$ cat config.mk
export PLATFORM = sky130hd
export DESIGN_NAME = alu_op_arbiter
export DESIGN_NICKNAME = d
export VERILOG_FILES = /design/src/rtl/alu_arb_pkg.sv /design/src/rtl/alu_op_exec.sv /design/src/rtl/alu_op_arbiter.sv
export SDC_FILE = /design/constraint.sdc
export NUM_CORES = 1
export LEC_CHECK = 0
export BUFFER_PORTS_ARGS = -buffer_cell sky130_fd_sc_hd__buf_2
export CAP_MARGIN = 5
export CORE_ASPECT_RATIO = 1.25
export CORE_UTILIZATION = 52
export CTS_CLUSTER_SIZE = 16
export DETAILED_ROUTE_END_ITERATION = 7
export HOLD_SLACK_MARGIN = 0.1
export PLACE_DENSITY = 0.8
export SLEW_MARGIN = 20
export SYNTH_ARGS = -nofsm -noshare
export SYNTH_HDL_FRONTEND = slang
export SYNTH_HIERARCHICAL = 1
export SYNTH_SLANG_ARGS = --single-unit
$ cat constraint.sdc
create_clock -name clk -period 2.8 [get_ports clk]
set_clock_uncertainty 0.1 [all_clocks]
set_input_delay 0.28 -clock clk [delete_from_list [all_inputs] [get_ports clk]]
set_output_delay 0.28 -clock clk [all_outputs]
set_load 0.005 [all_outputs]
$ cat src/rtl/alu_arb_pkg.sv
// Shared types for the round-robin ALU arbiter: opcode and sequencer state encodings.
package alu_arb_pkg;

  localparam int unsigned OP_W = 3;

  typedef enum logic [OP_W-1:0] {
    OP_ADD  = 3'd0,
    OP_SUB  = 3'd1,
    OP_AND  = 3'd2,
    OP_OR   = 3'd3,
    OP_XOR  = 3'd4,
    OP_ROL  = 3'd5,
    OP_ROR  = 3'd6,
    OP_PASS = 3'd7
  } op_e;

  typedef enum logic [1:0] {
    ST_IDLE = 2'd0,
    ST_EXEC = 2'd1,
    ST_RESP = 2'd2
  } state_e;

endpackage

$ cat src/rtl/alu_op_exec.sv
// Combinational ALU operation library: one N-bit result per opcode.
module alu_op_exec
  import alu_arb_pkg::*;
#(
  parameter int unsigned N = 8
) (
  input  op_e          op,
  input  logic [N-1:0] a,
  input  logic [N-1:0] b,
  output logic [N-1:0] out
);

  localparam int unsigned SH_W = $clog2(N);

  logic [SH_W-1:0] amt;
  logic [2*N-1:0]  rol_w;
  logic [2*N-1:0]  ror_w;

  // Rotates shift a doubled copy of a; only the low log2(N) bits of b count.
  always_comb begin
    amt   = b[SH_W-1:0];
    rol_w = {a, a} << amt;
    ror_w = {a, a} >> amt;
    out   = a;
    case (op)
      OP_ADD:  out = a + b;
      OP_SUB:  out = a - b;
      OP_AND:  out = a & b;
      OP_OR:   out = a | b;
      OP_XOR:  out = a ^ b;
      OP_ROL:  out = rol_w[2*N-1:N];
      OP_ROR:  out = ror_w[N-1:0];
      OP_PASS: out = a;
      default: out = a;
    endcase
  end

endmodule

$ cat src/rtl/alu_op_arbiter.sv
// Round-robin arbiter sharing one ALU stage among NUM_REQ requesters;
// one op in flight, result returned tagged with the owning requester ID.
module alu_op_arbiter
  import alu_arb_pkg::*;
#(
  parameter  int unsigned N       = 8,
  parameter  int unsigned NUM_REQ = 2,
  localparam int unsigned ID_W    = $clog2(NUM_REQ)
) (
  input  logic                   clk,
  input  logic                   rst,
  input  logic [NUM_REQ-1:0]     req_valid,
  output logic [NUM_REQ-1:0]     req_ready,
  input  logic [3*NUM_REQ-1:0]   req_op,
  input  logic [N*NUM_REQ-1:0]   req_a,
  input  logic [N*NUM_REQ-1:0]   req_b,
  output logic                   rsp_valid,
  input  logic                   rsp_ready,
  output logic [ID_W-1:0]        rsp_id,
  output logic [N-1:0]           rsp_data,
  output logic [2:0]             rsp_op
);

  state_e          state;
  logic [ID_W-1:0] last_grant;
  logic [ID_W-1:0] id_q;
  op_e             op_q;
  logic [N-1:0]    a_q;
  logic [N-1:0]    b_q;
  logic [N-1:0]    exec_out;

  logic            grant_found;
  logic [ID_W-1:0] grant_idx;
  int unsigned     cand;
  logic [ID_W-1:0] cand_id;

  op_e             sel_op;
  logic [N-1:0]    sel_a;
  logic [N-1:0]    sel_b;

  // Search starts just after the previous winner, so it has lowest priority.
  always_comb begin
    grant_found = 1'b0;
    grant_idx   = '0;
    cand        = 0;
    cand_id     = '0;
    for (int unsigned i = 1; i <= NUM_REQ; i++) begin
      cand    = (32'(last_grant) + i) % NUM_REQ;
      cand_id = ID_W'(cand);
      if (!grant_found && req_valid[cand_id]) begin
        grant_found = 1'b1;
        grant_idx   = cand_id;
      end
    end
  end

  // Only the winner's fields are muxed, so idle requesters' operands never leak in.
  always_comb begin
    sel_op = op_e'(req_op[3*32'(grant_idx) +: 3]);
    sel_a  = req_a[N*32'(grant_idx) +: N];
    sel_b  = req_b[N*32'(grant_idx) +: N];
  end

  always_comb begin
    req_ready = '0;
    if (!rst && state == ST_IDLE && grant_found) begin
      req_ready[grant_idx] = 1'b1;
    end
  end

  alu_op_exec #(
    .N (N)
  ) u_exec (
    .op  (op_q),
    .a   (a_q),
    .b   (b_q),
    .out (exec_out)
  );

  // Sequencer: IDLE accepts, EXEC registers the result, RESP holds it until taken.
  always_ff @(posedge clk or posedge rst) begin
    if (rst) begin
      state      <= ST_IDLE;
      last_grant <= ID_W'(NUM_REQ - 1);
      id_q       <= '0;
      op_q       <= OP_ADD;
      a_q        <= '0;
      b_q        <= '0;
      rsp_valid  <= 1'b0;
      rsp_id     <= '0;
      rsp_data   <= '0;
      rsp_op     <= '0;
    end else begin
      case (state)
        ST_IDLE: begin
          if (grant_found) begin
            op_q       <= sel_op;
            a_q        <= sel_a;
            b_q        <= sel_b;
            id_q       <= grant_idx;
            last_grant <= grant_idx;
            state      <= ST_EXEC;
          end
        end
        ST_EXEC: begin
          rsp_data  <= exec_out;
          rsp_id    <= id_q;
          rsp_op    <= op_q;
          rsp_valid <= 1'b1;
          state     <= ST_RESP;
        end
        ST_RESP: begin
          if (rsp_ready) begin
            rsp_valid <= 1'b0;
            state     <= ST_IDLE;
          end
        end
        default: begin
          rsp_valid <= 1'b0;
          state     <= ST_IDLE;
        end
      endcase
    end
  end

endmodule

# ---- After elaboration in Yosys (flattened, before gate mapping)
# Index checks and enable logic that the tools add are counted.
dict set report word_totals {
  output_inout_bits 15
  register_bits 36
  input_bits 43
}
dict set report classes {
  n_lt_le_gt_ge 4
  shift 5
  n_mul 1
  reduce_logical 11
  add_sub_neg 4
  bitwise 4
  muxes 17
  eq_ne 11
}
# operator n
set ops {}
lappend ops {{$pmux 8 s8} 1}
lappend ops {{$shiftx 16x5->8} 2}
lappend ops {{$shl 16x3->16} 1}
lappend ops {{$shr 16x3->8} 1}
lappend ops {{$eq 3x3->1 const B} 4}
lappend ops {{$mux 1} 10}
lappend ops {{$add 8x8->8} 1}
lappend ops {{$and 8x8->8} 1}
lappend ops {{$or 8x8->8} 1}
lappend ops {{$sub 8x8->8} 1}
lappend ops {{$xor 8x8->8} 1}
lappend ops {{$eq 3x2->1 const B} 2}
lappend ops {{$lt 1x2->1 const B} 3}
lappend ops {{$mux 2} 3}
lappend ops {{$pmux 2 s3} 1}
lappend ops {{$reduce_and 2->1} 3}
lappend ops {{$shiftx 6x4->3} 1}
lappend ops {{$logic_and 1x1->1} 4}
lappend ops {{$ne 2x2->1 const B} 2}
lappend ops {{$eq 3x1->1 const B} 1}
lappend ops {{$logic_not 3->1} 1}
lappend ops {{$mul 2x1->3 const A} 1}
lappend ops {{$pmux 1 s3} 1}
lappend ops {{$add 1x1->1 const B} 2}
lappend ops {{other kinds (7)} 8}

# ---- Longest topological paths before layout
dict set report depth {
  ltp_word 12
  mapped_depth 13
  depth_no_buf 11
}

# ---- Cells and area by module
# The synthesis kept the hierarchy.
# module area_each_um2 n_inst cells_each
set modules_own_cells {}
lappend modules_own_cells {alu_op_exec 1691.6 1 239}
lappend modules_own_cells {alu_op_arbiter 1667.8 1 107}

# ---- Worst setup path after synthesis
# OpenSTA, ideal clock, no wires.
dict set report synth_timing {
  kind {register to register}
  from {reg b_q[1]}
  to {reg rsp_data[2]}
  required_time_ns 2.575
  n_path_buf 2
  setup_time_ns 0.125
  path_stages_with_launch 13
  arrival_time_ns 2.764
  period_less_slack_ns 2.989
  path_slack_ns -0.189
  path_cell_list {dfrtp_1 -> buf_2 -> buf_2 -> inv_1 -> ha_1 -> mux2_2 -> fa_1 -> nor2b_1 -> nor3_1 -> a211oi_1 -> a21oi_1 -> or3_1 -> mux2_2}
}
dict set report synth_via {
  elab_chain_len 2
  elab_cells_between_ends 5
  classes_between {add/sub (2); shift (2); mux (1)}
}
# item line_no
set synth_lines {}
lappend synth_lines {{start, declared} alu_op_arbiter.sv:29} ;# logic [N-1:0] b_q;
lappend synth_lines {{start signal, assigned} alu_op_arbiter.sv:99} ;# b_q <= sel_b;
lappend synth_lines {{$sub 8x8->8, or another cell as far along} alu_op_exec.sv:27} ;# OP_SUB: out = a - b;
lappend synth_lines {{$pmux 8 s8 (*)} alu_op_exec.sv:25} ;# case (op)
lappend synth_lines {{named net exec_out[2]} alu_op_arbiter.sv:30} ;# logic [N-1:0] exec_out;
lappend synth_lines {{end signal, assigned} alu_op_arbiter.sv:106} ;# rsp_data <= exec_out;
lappend synth_lines {{end, declared} alu_op_arbiter.sv:20} ;# output logic [N-1:0] rsp_data,
# Mark *: on every way through the listed nets, which the timed path passes. The rest lies on a longest branch.
# A chain may end at the register's enable or synchronous reset.

# ---- Worst setup path after layout
dict set report layout_timing {
  from {reg op_q[1]}
  to {reg rsp_data[6]}
}
dict set report layout_via {
  elab_chain_len 2
  elab_cells_between_ends 9
  classes_between {eq/ne (7); mux (1); reduce/logical (1)}
}
# item line_no
set layout_lines {}
lappend layout_lines {{start, declared} alu_op_arbiter.sv:27} ;# op_e op_q;
lappend layout_lines {{start signal, assigned} alu_op_arbiter.sv:97} ;# op_q <= sel_op;
lappend layout_lines {{$eq 3x3->1, or another cell as far along} alu_op_exec.sv:25}
lappend layout_lines {{$pmux 8 s8 (*)} alu_op_exec.sv:25}
lappend layout_lines {{named net exec_out[6]} alu_op_arbiter.sv:30}
# Marked as above.

==> impl_results.md <==
* Antenna diodes at 0
* Total grt overflow at 0
* GPL Wtd Cong at 0.958
* Max incr delay on CP at 420 ps
* Global-route wire length before repair at 14.4 mm
* Compound-Gate Fraction of Synth Area at 0.176
* Arr. time, crit path at 2820 ps
* Worst Tran Pin Value at 1080 ps
* Number of global-route vias before repair at 2939
* Fmax at 365 MHz
* Routed Antenna Nets at 0
* Adder-cell share of the synthesized area at 0.0953
* Hold Crit Class: in2reg
* Final Hold Viols at 0
* Max-cap violations at 0
* Largest net degree at the start of global routing at 37
* Endpoints failing setup at 0
* Via density at 6.08
* WL per Instance at 18.3 um
* Clk Latency, worst-skew pair at 290 ps
* Starting Density at 0.541
* Post-DP HPWL at 6.41 mm
* CTS root buf: clkbuf_8
* Xor and xnor area share after synthesis at 0.0261
* CP Launch Type: register
* Die width at 73.9 um
* Commonest non-fill, non-tap cell in the layout: buf_2
* Dominant synthesized flop cell: dfrtp_1
* Sequential area share after synthesis at 0.269
* RSZ-0062 raised after global routing: true
* Area Overhead vs Synth at 19.6%
* Synth Area in Simple Gates at 0.114
* NumNets Final at 481
* Slew Viols, Final at 0
* Synthesized instance count at 346
* Fin util at 0.647
* Hold_sp: rsp_ready
* CTS tree: yes
* CP Launch Point: op_q[1]
* Total Wirelength at 9.12 mm
* Combinational family with the most area after synthesis: multiplexers
* Crit-path max FO at 3
* Core ar. at 6210 um^2
* Drt pass-1 iters at 5
* Post-synth EDFFs at 0
* Synthesized area at 3360 um^2
* Min Tclk post-route at 2740 ps
* # H-tree levels at 2
* Residual DRC at 0
* Slowest CP cell: dfrtp_1
* Crit path kind: reg2reg
* GRT Total Usage at 0.280
* Slew Limit Headroom at 0.282
* YS warnings at 6
* CTS Buf Count at 5
* Die area at 6790 um^2
* Max Root-Sink Buffers at 2
* Multiplexer share of the synthesized area at 0.259
* Most frequent cells in the layout: buf_2 (57), dfrtp_1 (34), mux2_2 (30), nor2_1 (28), a21oi_1 (25)
* Worst-path clk slew at 80 ps
* Critical Path, Cell by Cell: nor3b_4 -> nor2_2 -> xnor2_1 -> ha_1 -> nor2b_1 -> buf_4 -> o31a_1 -> o21ai_1 -> o31ai_1 -> a211o_1 -> mux2_2
* Status: finished clean
* Synth Net Count at 414
* FFs w/ async S/R, synth at 1.00
* Synth Register Bits at 36
* Count of cell types in the netlist at 49
* Initial antenna violation count at 0
* CTS sink cnt at 36
* FILL cells at 465
* IO Pins at 58
* Worst EP required at 2890 ps
* Drt initial violations at 254
* Die height at 91.9 um
* Fin crit share at 0.977
* Fraction of layout cells with a size suffix above 1 at 0.396
* Mapped Avg Cell Area at 9.71 um^2
* Std-Cell Rows at 32
* R2R Path Start: op_q[1]
* Port Buffers at 57
* DR vias at 3032
* Critical path endpoint category: register
[cell type report]
cell class	instances	area (um^2)	area share
timing repair buffer	82	489	0.122
inverter	22	85.1	0.0212
clock buffer	5	68.8	0.0171
tap	85	106	0.0265
multi-input combinational	266	2320	0.578
clock inverter	3	42.5	0.0106
sequential	36	903	0.225
[per-layer routing]
| layer | wire [um] | up-vias | global-route usage |
|---|---|---|---|
| met3 | 435 | 36 | 0.0440 |
| li1 | - | 1399 | - |
| met5 | 0 | - | 0 |
| met1 | 3610 | 1461 | 0.341 |
| met4 | 466 | 0 | 0.147 |
| met2 | 4610 | 136 | 0.467 |
[synthesized netlist by cell type (2+ instances only)]
cell type,instances,area share
o32a_1,2,0.0060
or2_2,2,0.0037
mux2_4,19,0.085
a211o_1,2,0.0052
mux2i_1,4,0.012
mux4_2,7,0.047
buf_6,3,0.010
a31oi_1,5,0.0093
o21a_1,2,0.0045
nand2b_1,7,0.013
nor2b_1,12,0.022
ha_1,24,0.089
a21o_1,2,0.0045
clkbuf_1,7,0.0078
a22oi_1,5,0.011
buf_2,11,0.016
nor2_1,30,0.034
inv_1,22,0.025
a21oi_1,26,0.039
or2_0,2,0.0037
xnor2_1,10,0.026
a211oi_1,14,0.031
o31ai_1,3,0.0067
o221ai_1,3,0.0078
dfrtp_1,35,0.26
mux2_2,32,0.11
o21ai_0,15,0.022
nand2_1,8,0.0089
nor3_1,12,0.018
[critical path, delay by kind of cell, from the launching register on]
kind	cells	cell delay [ps]
buf+inv	1	130
fa+ha+maj	1	340
xor+xnor	1	130
flops	1	420
simple gates	3	490
compound gates	4	750
mux	1	250
[flip-flops by register name, summed over array words and instances, names as in the netlist, 2 cells and up]
name      count
state         2
a_q           8
rsp_data      8
b_q           8
rsp_op        3
op_q          3
[logic make-up after synthesis]
group           after synthesis
compound gates               90
xor+xnor                     10
fa+ha+maj                    25
buf+inv                      44
flops                        36
mux                          63
simple gates                 78
[through the flow]
stage          setup TNS [ps]  instances  area, um^2  worst slack (ps)  hold slack, ps
2_1_floorplan           -23.5        346        3370             -15.3             250
3_3_place_gp                0        484        3770              56.3             317
3_5_place_dp            -18.5        484        3770             -18.5             330
4_1_cts                     0        494        3920              29.2             166
5_1_grt                 -20.3        499        4020             -15.6             192
6_report                    0        499        4020              63.3             169
[path summary, 6_finish.rpt]
path / endpoint / slack [ps] / cells past startpoint
worst max-delay path: rsp_data[6] / 60 / 11
worst min-delay path: rsp_valid / 170 / 3
worst max register to register: rsp_data[6] / 60 / 11
worst min register to register: id_q / 400 / 1
max in group asynchronous: b_q[1] / 1660 / 4
min in group asynchronous: state[0] / 580 / 4
[timing repair]
item | 4_1_cts | 5_1_grt
endpoints found under the hold margin | 36 | 0
setup buffers | 0 | 5
resized for setup | 2 | 18
hold buffers | 2 | 0
pin swaps | 0 | 14
endpoints found under the setup margin | 1 | 4
Power is not shown: default switching activity piles up to over one toggle a cycle in this logic, so the estimate is an artifact.
